===== config.mk =====
export PLATFORM = sky130hd
export DESIGN_NAME = ahb_slave_mem
export DESIGN_NICKNAME = d
export VERILOG_FILES = /design/src/rtl/ahb_pkg.sv /design/src/rtl/ahb_lane_dec.sv /design/src/rtl/ahb_slave_mem.sv
export SDC_FILE = /design/constraint.sdc
export NUM_CORES = 1
export LEC_CHECK = 0
export ABC_CLOCK_PERIOD_IN_PS = 2000
export CORE_MARGIN = 3
export CORE_UTILIZATION = 28
export DETAILED_ROUTE_END_ITERATION = 10
export PLACE_DENSITY = 0.82
export SLEW_MARGIN = 20
export SYNTH_ARGS = -nofsm -noshare
export SYNTH_HDL_FRONTEND = slang
export SYNTH_SLANG_ARGS = --single-unit

===== constraint.sdc =====
create_clock -name hclk -period 2 [get_ports hclk]
set_input_delay 0.6 -clock hclk [delete_from_list [all_inputs] [get_ports hclk]]
set_output_delay 0.6 -clock hclk [all_outputs]
set_load 0.03 [all_outputs]

===== src/rtl/ahb_pkg.sv =====
// Shared AHB-Lite definitions for the slave-memory bridge.
//   - htrans, hresp and hsize bus encodings
//   - ahb_slv_st_t: data-phase state of the slave FSM
package ahb_pkg;

  localparam logic [1:0] HTRANS_IDLE   = 2'd0;
  localparam logic [1:0] HTRANS_BUSY   = 2'd1;
  localparam logic [1:0] HTRANS_NONSEQ = 2'd2;
  localparam logic [1:0] HTRANS_SEQ    = 2'd3;

  localparam logic [1:0] HRESP_OKAY  = 2'd0;
  localparam logic [1:0] HRESP_ERROR = 2'd1;

  localparam logic [2:0] HSIZE_BYTE = 3'd0;
  localparam logic [2:0] HSIZE_HALF = 3'd1;
  localparam logic [2:0] HSIZE_WORD = 3'd2;

  typedef enum logic [2:0] {
    ST_IDLE,
    ST_WAIT,
    ST_RD_ISS,
    ST_DATA,
    ST_ERR1,
    ST_ERR2
  } ahb_slv_st_t;

endpackage


===== src/rtl/ahb_lane_dec.sv =====
// Combinational byte-lane decoder for 32-bit little-endian AHB transfers.
//   hsize   in   transfer size (0 byte, 1 half, 2 word, >2 illegal)
//   addr_lo in   haddr[1:0]
//   be      out  byte enables (all zero for an illegal transfer)
//   illegal out  size too large or address misaligned for the size
module ahb_lane_dec
  import ahb_pkg::*;
(
  input  logic [2:0] hsize,
  input  logic [1:0] addr_lo,
  output logic [3:0] be,
  output logic       illegal
);

  always_comb begin
    be      = '0;
    illegal = 1'b0;
    case (hsize)
      HSIZE_BYTE: be = 4'b0001 << addr_lo;
      HSIZE_HALF: begin
        if (addr_lo[0]) illegal = 1'b1;
        else            be      = addr_lo[1] ? 4'b1100 : 4'b0011;
      end
      HSIZE_WORD: begin
        if (addr_lo != 2'b00) illegal = 1'b1;
        else                  be      = '1;
      end
      default: illegal = 1'b1;
    endcase
  end

endmodule


===== src/rtl/ahb_slave_mem.sv =====
// AHB-Lite slave mapping one router slave port onto a synchronous
// single-port 32-bit memory, with wait_c programmable wait states and
// size/alignment checking (illegal transfers get a two-cycle ERROR).
//   hclk, hresetn        clock, synchronous active-low reset
//   hsel, hreadyin       slave select and bus-level hready
//   haddr, hwrite, htrans, hsize, hburst, hwdata   AHB request
//   hrdata, hresp, hready                          AHB response
//   mem_addr, mem_wdata, mem_be, mem_we, mem_re    memory request
//   mem_rdata            memory read data, valid the cycle after mem_re
module ahb_slave_mem
  import ahb_pkg::*;
#(
  parameter int unsigned addr_w = 10,
  parameter int unsigned wait_c = 0
) (
  input  logic              hclk,
  input  logic              hresetn,
  input  logic              hsel,
  input  logic              hreadyin,
  input  logic [31:0]       haddr,
  input  logic [31:0]       hwdata,
  input  logic              hwrite,
  input  logic [1:0]        htrans,
  input  logic [2:0]        hsize,
  input  logic [2:0]        hburst,
  output logic [31:0]       hrdata,
  output logic [1:0]        hresp,
  output logic              hready,
  output logic [addr_w-1:0] mem_addr,
  output logic [31:0]       mem_wdata,
  output logic [3:0]        mem_be,
  output logic              mem_we,
  output logic              mem_re,
  input  logic [31:0]       mem_rdata
);

  ahb_slv_st_t state;
  logic [3:0]  wcnt;
  logic        cap_write;
  logic        rd_phase;
  logic        accept;
  logic        reg_we;
  logic [3:0]  lane_be;
  logic        illegal;
  logic        unused_ok;

  // Upper address bits are decoded by the router; burst type is irrelevant
  // because every beat is treated as a single transfer.
  assign unused_ok = ^{hburst, haddr[31:addr_w+2], htrans[0]};

  assign accept = hsel & hreadyin & hready & htrans[1];
  assign reg_we = accept;

  ahb_lane_dec u_lane_dec (
    .hsize   (hsize),
    .addr_lo (haddr[1:0]),
    .be      (lane_be),
    .illegal (illegal)
  );

  // Address-phase capture. The decoded byte enables are stored instead of
  // hsize, so mem_be is already valid when the strobe fires.
  always_ff @(posedge hclk) begin
    if (!hresetn) begin
      mem_addr  <= '0;
      mem_be    <= '0;
      cap_write <= 1'b0;
    end else if (reg_we) begin
      mem_addr  <= haddr[addr_w+1:2];
      mem_be    <= lane_be;
      cap_write <= hwrite;
    end
  end

  assign mem_wdata = hwdata;

  // Memory read data is only valid in the cycle after mem_re, so it is
  // passed through combinationally, gated by the registered read-DATA flag.
  assign hrdata = rd_phase ? mem_rdata : '0;

  always_ff @(posedge hclk) begin
    if (!hresetn) begin
      state    <= ST_IDLE;
      hready   <= 1'b1;
      hresp    <= HRESP_OKAY;
      mem_we   <= 1'b0;
      mem_re   <= 1'b0;
      rd_phase <= 1'b0;
      wcnt     <= '0;
    end else begin
      mem_we   <= 1'b0;
      mem_re   <= 1'b0;
      rd_phase <= 1'b0;
      hresp    <= HRESP_OKAY;
      case (state)
        ST_WAIT: begin
          if (wcnt == 4'd1) begin
            if (cap_write) begin
              state  <= ST_DATA;
              hready <= 1'b1;
              mem_we <= 1'b1;
            end else begin
              state  <= ST_RD_ISS;
              mem_re <= 1'b1;
            end
          end else begin
            wcnt <= wcnt - 4'd1;
          end
        end
        ST_RD_ISS: begin
          state    <= ST_DATA;
          hready   <= 1'b1;
          rd_phase <= 1'b1;
        end
        ST_ERR1: begin
          state  <= ST_ERR2;
          hready <= 1'b1;
          hresp  <= HRESP_ERROR;
        end
        // IDLE, DATA and ERR2 all drive hready=1, so a pipelined address
        // phase may be accepted from any of them.
        default: begin
          if (accept) begin
            if (illegal) begin
              state  <= ST_ERR1;
              hready <= 1'b0;
              hresp  <= HRESP_ERROR;
            end else if (wait_c != 0) begin
              state  <= ST_WAIT;
              wcnt   <= 4'(wait_c);
              hready <= 1'b0;
            end else if (hwrite) begin
              state  <= ST_DATA;
              hready <= 1'b1;
              mem_we <= 1'b1;
            end else begin
              state  <= ST_RD_ISS;
              hready <= 1'b0;
              mem_re <= 1'b1;
            end
          end else begin
            state  <= ST_IDLE;
            hready <= 1'b1;
          end
        end
      endcase
    end
  end

endmodule


Yosys cells after proc, flatten, opt, wreduce, memory -nomap -nowiden
Cells that the tools add are included.

Multiplexer cells: 34. Shift operators: 1. Eq/ne operators: 8. Reductions and logical operators: 6. Add/sub/neg operators: 1. Bitwise operators: 4.

Operators by type and width (number): $mux 32 (1); $mux 1 (20); $mux 4 (3); $pmux 4 s3 (1); $mux 3 (3); $pmux 3 s3 (1); $pmux 1 s2 (4); $eq 3x1->1 const B (2); $eq 3x2->1 const B (2); $eq 4x1->1 const B (1); $ne 2x2->1 const B (2); $reduce_and 2->1 (2); $reduce_or 2->1 (2); $shl 1x2->4 const A (1); $sub 4x1->4 const B (1); $and 1x1->1 (3); $eq 3x3->1 const B (1); $logic_not 3->1 (1); $pmux 1 s3 (1); $reduce_bool 2->1 (1); $not 1->1 (1).

Logic and storage cells: 64. Input bits: 109. Output and inout bits: 83. Register bits after elaboration: 28.

Longest topological paths before layout
Gate-level depths: netlist of the first run.

Depth in word-level cells: 6. Depth in mapped cells: 7. Mapped depth without buffers: 6.

Cells and area by module
From an unflattened synthesis of the first run, not the netlist that was laid out.

Cell total of the unflattened synthesis: 215. Area, all modules: 1715.4 um2.

Modules (own cells, without submodules): ahb_slave_mem (cells each 202, instances 1, seq. area each 540.5 um2, area each 1612.8 um2); ahb_lane_dec (cells each 13, instances 1, seq. area each 0.0 um2, area each 102.6 um2).

Least setup slack after synthesis of the first run
OpenSTA, ideal clock, no wires.

Path kind: input port to output port. From: input mem_rdata[0]. To: output hrdata[0]. Data required time: 1.400 ns. Slack: 0.519 ns. Stages: 1. Data arrival time: 0.881 ns. Cell sequence: and2_1.

Cells in the longest elaborated chain, start to end: 1.

RTL lines: start, declared (RTL line ahb_slave_mem.sv:34) `input logic [31:0] mem_rdata`; $mux 32 (RTL line ahb_slave_mem.sv:79) `assign hrdata = rd_phase ? mem_rdata : '0;`; end, declared (RTL line ahb_slave_mem.sv:26) `output logic [31:0] hrdata,`.

No other way between the ends.

Worst setup path after layout of the first run
From: input mem_rdata[29]. To: output hrdata[29].

The elaborated chain is that of the path after synthesis.

==> impl.org, run 1 <==
** Routing
- Number of nets still failing antenna checks after routing :: 0
- Dividing the detail-routed via count by the number of cells gives 4.503.
- In the final routed layout, each cell accounts on average for 14.27 um.
- Total Wirelength :: 5.052 mm
- DRC violation count after routing :: 0
- The first routing iteration left 18 violations.
- For this run, the detailed router's first-pass iteration total came to 4.
- Total number of vias :: 1,594

** Logic synthesis
- Averaged over all synthesized cells, the footprint is 8.248 um^2.
- Synth area leaders :: sky130_fd_sc_hd__dfxtp_1 (32%), sky130_fd_sc_hd__buf_4 (15%), sky130_fd_sc_hd__and2_1 (14%)
- Post-synth ARST share :: 0
- The synthesized design contains 27 register bits.
- Number of warnings printed during yosys synthesis :: 0
- When the netlist entered floorplanning its net count stood at 317.
- Post-synthesis instance area :: 0.001699 mm^2
- Synthesis handed over a netlist of 206 instances.
- In this run, synthesis inferred 0 flip-flops with an integrated enable.
- Count of distinct cell types in the synthesized netlist :: 43
- The share of synthesized area in the top cell type comes to 0.3181.
- Most used flip-flop cell after synthesis :: sky130_fd_sc_hd__dfxtp_1
- The synthesized design spends more area on one cell type than any other, namely sky130_fd_sc_hd__dfxtp_1.
- Part of the Yosys area used for sequential elements :: 0.3181

** Global route
- Entering global routing, the biggest net connects 33 pins.
- Across every metal layer, demand over resource in global routing totals 0.1316.
- Global routing finished with a remaining overflow of 0.
- Vias in the first global route :: 1,631
- The number of antenna violations at the first check in global routing came to 0.
- Wire length of the first global-routing pass :: 7.659 mm

** Floorplanning
- Die Height :: 83.90 um
- Site Rows :: 27
- Overall die width :: 83.90 um
- Placeable core region :: 0.005675 mm^2
- The die covers 0.007039 mm^2.
- I/O pin count :: 192
- The initial utilization of the core area, before any placement, comes to 0.2994.

** Place
- Routability-driven placement finished with a final weighted congestion of 0.8790.
- Before CTS, the worst setup slack after placement is -0.06014 ns.
- Placed cell areas :: 0.002529 mm^2
- IO Port Bufs :: 102
- Placed wire-length estimate :: 4.342 mm
- In this run, placement finished with an instance count of 350.

** STA
- The worst path in the final design needs a cycle of 1.948 ns, including I/O delays and setup.
- Final hold violation count :: 0
- Final setup margin :: 0.05217 ns
- Max Slew Vio Count :: 0
- Unrepaired setup endpoints after global routing :: false
- Setup violations remaining at the end of the flow were counted as 0.
- Period utilization :: 0.9739
- Hold is met by 0.4698 ns.
- Clock skew on the completed layout was measured at 0.001537 ns.
- Static timing analysis puts the maximum clock frequency at 513.4 MHz.

** Power
- IR analysis of the VDD net gives a maximum drop of 498.8 uV.
- For this design the static power due to leakage is 0.001043 uW.
- Power per cell area :: 744.9 mW/mm^2

** Clock network
- In this run the post-CTS setup repair buffer count came out at 0.
- Max clock buf depth :: 2
- The cell sitting at the root of the clock tree is a sky130_fd_sc_hd__clkbuf_8.
- Clock Sinks :: 27
- Later-pin clock latency in the skew report :: 0.27 ns
- # H-tree levels :: 1
- Counting the buffers created by CTS gives 3.
- CTS tree :: yes
- Clock transition time at the flip-flop clock pins of the worst setup and hold paths :: 0.09 ns

** Worst setup path
- CP Capture Type :: primary output
- Maximum fanout count along the critical path :: 1
- For the worst setup path, the data arrival time is 1.35 ns.
- The critical path is of the input pin to primary output type.
- Worst setup SP type :: input pin
- Register-to-register setup slack :: 0.40 ns
- STA puts the critical path data required time at 1.40 ns.

** Finish
- Count of antenna diodes in the layout :: 0
- Fraction of layout cells with a size suffix above 1 :: 0.2021
- The finished layout holds 354 standard cells, fillers aside.
- Counting the fill cells in the layout gives 557.
- After the last flow step, the layout net total stands at 394.
- At the end of the flow the core is filled with cells to 0.4541.
- Multi-input combinational cell area :: 855.8 um^2
- Relative to the synthesized area, the layout overhead comes to 51.69%.
- Summing all non-filler instances in the final layout gives an area of 0.002577 mm^2.
- Summing all flip-flop and latch instances after layout gives 540.5 um^2.

** Hold path
- Hold Path Class :: flip-flop to flip-flop

** Run status
- The run finished with clean final reports.

** Job
- Total of max-cap violations :: 0
-- cell usage in the layout (no fill, tap or decap), drive strengths merged, types with 4 or more instances in the layout --
cell type      count
nor3b              4
dfxtp             27
nand2             29
clkdlybuf4s50     69
xnor2              4
o21ai              5
nor3               5
and2              38
nor2               5
buf               44
a21boi            13
-- power breakdown --
| group | internal (uW) | total (uW) | switching [uW] |
|---|---|---|---|
| Combinational | 442 | 912 | 470 |
| Clock | 140 | 308 | 168 |
| Sequential | 616 | 700 | 84.1 |
-- area by class of cell --
| cell class | instances | share of cell area |
|---|---|---|
| multi-input combinational | 134 | 0.3320 |
| clock buffer | 3 | 0.01602 |
| clock inverter | 1 | 0.001942 |
| sequential | 27 | 0.2097 |
| timing repair buffer | 114 | 0.4010 |
| tap | 72 | 0.03495 |
| inverter | 3 | 0.004369 |
-- path summary, 6_finish.rpt --
| path | depth (start not counted) | startpoint | to |
|---|---|---|---|
| setup / recovery | 3 | mem_rdata[29] | hrdata[29] |
| hold / removal | 2 | mem_addr[7]$_SDFFE_PN0P_ | mem_addr[7]$_SDFFE_PN0P_ |
| setup reg to reg | 5 | wcnt[0]$_SDFFE_PN0N_ | state[0]$_SDFFE_PN0P_ |
| hold reg to reg | 2 | mem_addr[7]$_SDFFE_PN0P_ | mem_addr[7]$_SDFFE_PN0P_ |
-- synthesized netlist by cell type, types with 3 or more instances --
master                     instances
sky130_fd_sc_hd__xnor2_1           4
sky130_fd_sc_hd__nor3_1            5
sky130_fd_sc_hd__o21a_1            3
sky130_fd_sc_hd__nor3b_1           3
sky130_fd_sc_hd__nor2_1            5
sky130_fd_sc_hd__dfxtp_1          27
sky130_fd_sc_hd__nand2_1          28
sky130_fd_sc_hd__buf_4            33
sky130_fd_sc_hd__a21boi_0         12
sky130_fd_sc_hd__and2_1           37
sky130_fd_sc_hd__clkbuf_1          6
sky130_fd_sc_hd__inv_1             3
sky130_fd_sc_hd__o21ai_0           3
-- metrics by stage --
stage | power [uW] | TNS, ns
floorplan | 1434 | 0
CTS | 1943 | 0
detailed placement | 1632 | -0.1680
global route | 2038 | 0
finish | 1920 | 0
global placement | 1603 | -0.07700
-- flip-flops by register name, summed over array words and instances, names as in the netlist --
| signal | count |
|---|---|
| mem_we | 1 |
| hready | 1 |
| mem_re | 1 |
| cap_write | 1 |
| wcnt | 4 |
| hresp | 1 |
| mem_be | 4 |
| state | 3 |
| mem_addr | 10 |
| rd_phase | 1 |
-- logic make-up (layout without fill, tap and decap cells) --
family,count (synthesis),after routing,share of synthesized area
XOR/XNOR,5,5,0.02577
adder cells (fa/ha/maj),2,2,0.01473
buffers and inverters,45,121,0.1782
AND/OR/NAND/NOR,93,93,0.3166
AO/OA/AOI/OAI,33,33,0.1443
other,1,1,0.002207
flip-flops,27,27,0.3181
-- repair_timing --
item,in CTS,in global routing
hold buffers,0,0
resized for setup,0,1
endpoints found under the setup margin,0,1
-- worst max-delay path: stages --
cell and delay [ns]:
sky130_fd_sc_hd__clkdlybuf4s50_1 0.46, sky130_fd_sc_hd__and2_1 0.13, sky130_fd_sc_hd__buf_4 0.16
-- layer usage --
layer / wire length (um) / global-route usage / share of wire / vias to the layer above
met4: 21 / 0.02193 / 0.0042 / 0
li1: - / - / - / 793
met3: 590 / 0.05429 / 0.12 / 2
met5: 0 / 0 / 0 / -
met1: 1712 / 0.1242 / 0.34 / 701
met2: 2728 / 0.2639 / 0.54 / 98
Power figures use the tool's default switching activity.
==> run 2, diff against run 1 <==
CORE_MARGIN = default   (was 3)
==> run 2 against run 1 <==
Sequential share of layout area barely moved. Cell area is 0.15% lower. Clock-buffer cell count rose by 1. Routed wire length up 1.6%. Clock skew is essentially flat. Register-to-register slack improved by 0.02 ns. Via count is 0.56% higher. Non-clock buffer count fell by 3. Critical path depth unchanged. Worst setup slack worse by 0.014 ns. Clock power decreased by 3%. Combinational power about the same. Highest routed layer unchanged.
==> impl.org, run 2 (synthesis gave the netlist of run 1 again) <==
** Worst setup path
- Worst endpoint data arrival time :: 1.36 ns (about the same)
- The number of cells on the worst reg-to-reg path came to 5 (unchanged).
- Kind of critical path :: input pin to primary output
- The logic depth of the worst setup path including buffers came to 3 (unchanged).
- Traced cell by cell, the critical path runs through clkdlybuf4s50_1 > and2_1 > buf_4.
- Register-to-register setup slack :: 0.42 ns (+0.02 ns)
- In this run the worst setup path begins at mem_rdata[28].
- Maximum single-stage delay on the critical path :: 0.47 ns (about the same)
- Startpoint of the lowest-slack register-to-register path :: wcnt[0]$_SDFFE_PN0N_
- The buffering stage count on the worst path with inverters included came to 2 (unchanged).
- Worst setup SP type :: input pin
- For this design, the slowest cell found on the critical path is sky130_fd_sc_hd__clkdlybuf4s50_1.
- The worst setup path is captured at a primary output.
- The critical path data required time is 1.40 ns (about the same).
- Capture point of the worst reg-to-reg path :: state[0]$_SDFFE_PN0P_
- The most critical setup path has its endpoint at hrdata[28].
- On the critical path the largest part of the delay comes from buffers and inverters.
- The largest driver fanout on the critical path was 1 (unchanged).

** Finish
- Relative to the synthesized area, the layout overhead comes to 51.47%.
- The share of layout cells above drive strength 1 came to 0.1935 (-0.008579).
- Largest reg by FF count :: mem_addr
- Commonest cells after routing, fill and taps aside :: sky130_fd_sc_hd__clkdlybuf4s50_1 (68), sky130_fd_sc_hd__buf_4 (40), sky130_fd_sc_hd__and2_1 (37)
- Leaving out fill and tap cells, the most frequent cell in the layout is sky130_fd_sc_hd__clkdlybuf4s50_1.
- The number of nets in the layout is 391 (-0.76%).
- Count of antenna diodes in the layout :: 0 (unchanged)
- The largest registers in the layout are mem_addr: 10 flops, mem_be: 4 flops, wcnt: 4 flops.
- Max FFs per register :: 10 (unchanged)
- The final design utilization came to 0.4373 (-0.01686).

** Floorplanning
- Overall die width :: 79.90 um (-4.8%)
- The y dimension of the die came to 79.90 um (-4.8%).
- I/O pin count :: 192 (unchanged)
- The effective utilization at floorplan came to 0.2887 (-0.01069).
- The area of the core was 0.005886 mm^2 (+3.7%).
- Overall die area :: 0.006384 mm^2 (-9.3%)
- Site Rows :: 28 (+3.7%)

** Clock network
- Number of setup buffers added after CTS :: 0 (unchanged)
- Number of CTS-inserted buffers :: 3 (unchanged)
- Clock Sinks :: 27 (unchanged)
- The total of hold buffers inserted after clock tree synthesis came to 0 (unchanged).
- # H-tree levels :: 1 (unchanged)
- Clock transition time at the flip-flop clock pins of the worst setup and hold paths :: 0.09 ns (about the same)
- The maximum root-to-sink buffer count came to 2 (unchanged).
- Later-pin clock latency in the skew report :: 0.26 ns (about the same)
- The cell sitting at the root of the clock tree is a sky130_fd_sc_hd__clkbuf_8.
- TritonCTS built the clock tree.

** Routing
- Number of nets still failing antenna checks after routing :: 0 (unchanged)
- Signal routing reaches up to met4.
- Number of search-and-repair iterations in the first detailed-routing pass :: 4 (unchanged)
- Initial drt markers :: 32 (+14)
- Post-detailed-route wirelength per cell :: 14.51 um (+1.6%)
- The routed via count was 1,603 (+0.56%).
- WL met1 :: 1.828 mm (+6.8%)
- The met3 routed wirelength came to 557 um (-5.6%).
- Total Wirelength :: 5.135 mm (+1.6%)
- The DRC violation count after routing came to 0 (unchanged).
- Via/cell ratio :: 4.528 (+0.56%)
- Routed met2 length :: 2.642 mm (-3.2%)

** STA
- The count of pins over their slew limit came to 0 (unchanged).
- Final hold violation count :: 0 (unchanged)
- Unrepaired setup endpoints after global routing :: false
- The final critical-path share of the clock period was 0.9807 (+0.006829).
- The fmax is 509.8 MHz (-0.70%).
- Tmin final :: 1.961 ns (+0.01366 ns)
- The setup skew after layout is 0.001442 ns (-0.00009493 ns).
- The count of final setup violators came to 0 (unchanged).

** Place
- The number of input and output port buffers inserted was 102 (unchanged).
- The final HPWL from detailed placement is 4.292 mm (-1.1%).
- The global placement routability congestion was 0.8155 (-7.2%).

** Run status
- The run finished with clean final reports.

** Global route
- Vias in the first global route :: 1,625 (-0.37%)
- The remaining global-route overflow came to 0 (unchanged).
- The pin count of the biggest net entering global routing is 33 (unchanged).
- Global Route Usage Sum :: 0.1560 (+0.02448)
- Antenna violations before repair :: 0 (unchanged)
- Wire length of the first global-routing pass :: 7.707 mm (+0.63%)

** Power
- The static leakage was 0.001030 uW (-1.3%).
- Worst vdd rail ir drop :: 420.4 uV (-16%)
- Overall power consumption :: 1912 uW (-0.39%)
- The power per cell area is 743.1 mW/mm^2 (-0.24%).

** Hold path
- The path class of the tightest hold or removal check is flip-flop to flip-flop.
- Worst hold path stage count :: 2 (unchanged)

** Job
- The count of max-cap constraint violations is 0 (unchanged).
==> run 2: final cells by class <==
class,instances,area [um^2]
clock buffers,4,45.04
fillers,574,3312
inverters,3,11.26
multi-input cells,134,860.8
flip-flops and latches,27,540.5
well taps,75,93.84
repair buffers,111,1022
==> run 2: worst min-delay path by stage <==
stage	startpoint	end	slack (ns)
after floorplan	cap_write$_SDFFE_PN0P_	cap_write$_SDFFE_PN0P_	0.48
after global placement	mem_addr[8]$_SDFFE_PN0P_	mem_addr[8]$_SDFFE_PN0P_	0.45
after detailed placement	mem_addr[2]$_SDFFE_PN0P_	mem_addr[2]$_SDFFE_PN0P_	0.46
after CTS	mem_addr[2]$_SDFFE_PN0P_	mem_addr[2]$_SDFFE_PN0P_	0.47
after global routing	mem_addr[8]$_SDFFE_PN0P_	mem_addr[8]$_SDFFE_PN0P_	0.51
final	mem_addr[2]$_SDFFE_PN0P_	mem_addr[2]$_SDFFE_PN0P_	0.46
==> run 2: worst reg2reg max path, stage by stage, from the launching register on <==
cell	delay [ns]
sky130_fd_sc_hd__dfxtp_1	0.40
sky130_fd_sc_hd__ha_1	0.17
sky130_fd_sc_hd__or3b_1	0.49
sky130_fd_sc_hd__o21ai_2	0.16
sky130_fd_sc_hd__o21ai_1	0.08
sky130_fd_sc_hd__o21a_1	0.19
==> run 2: metrics by stage <==
stage | TNS, ns | cell area (um^2) | setup WS, ns | instances | hold slack [ns]
3_5_place_dp | -0.4208 | 2522 | -0.1183 | 350 | 0.4576
6_report | 0 | 2574 | 0.03851 | 354 | 0.4642
3_3_place_gp | -0.1191 | 2522 | -0.08236 | 350 | 0.4484
4_1_cts | 0 | 2566 | 0.005397 | 354 | 0.4705
5_1_grt | 0 | 2574 | 0.006684 | 354 | 0.5083
2_1_floorplan | 0 | 1699 | 0.5189 | 206 | 0.4832
==> run 2: what timing repair did <==
item                                    4_1_cts  5_1_grt
resized for setup                             1        2
gates cloned                                  0        0
endpoints found under the setup margin        1        3
endpoints found under the hold margin         0        0
==> run 2: power breakdown <==
group	switching, uW	leakage (uW)	total [uW]	internal [uW]
logic	472	0.000788	915	443
registers	82.5	0.000219	698	616
clock network	157	0.0000228	299	142
total	712	0.00103	1910	1200
==> run 2: metal layers <==
layer / global-route usage / vias to the layer above
li1: - / 788
met3: 0.05257 / 6
met5: 0 / -
met4: 0.06964 / 0
met1: 0.1537 / 717
met2: 0.2923 / 92
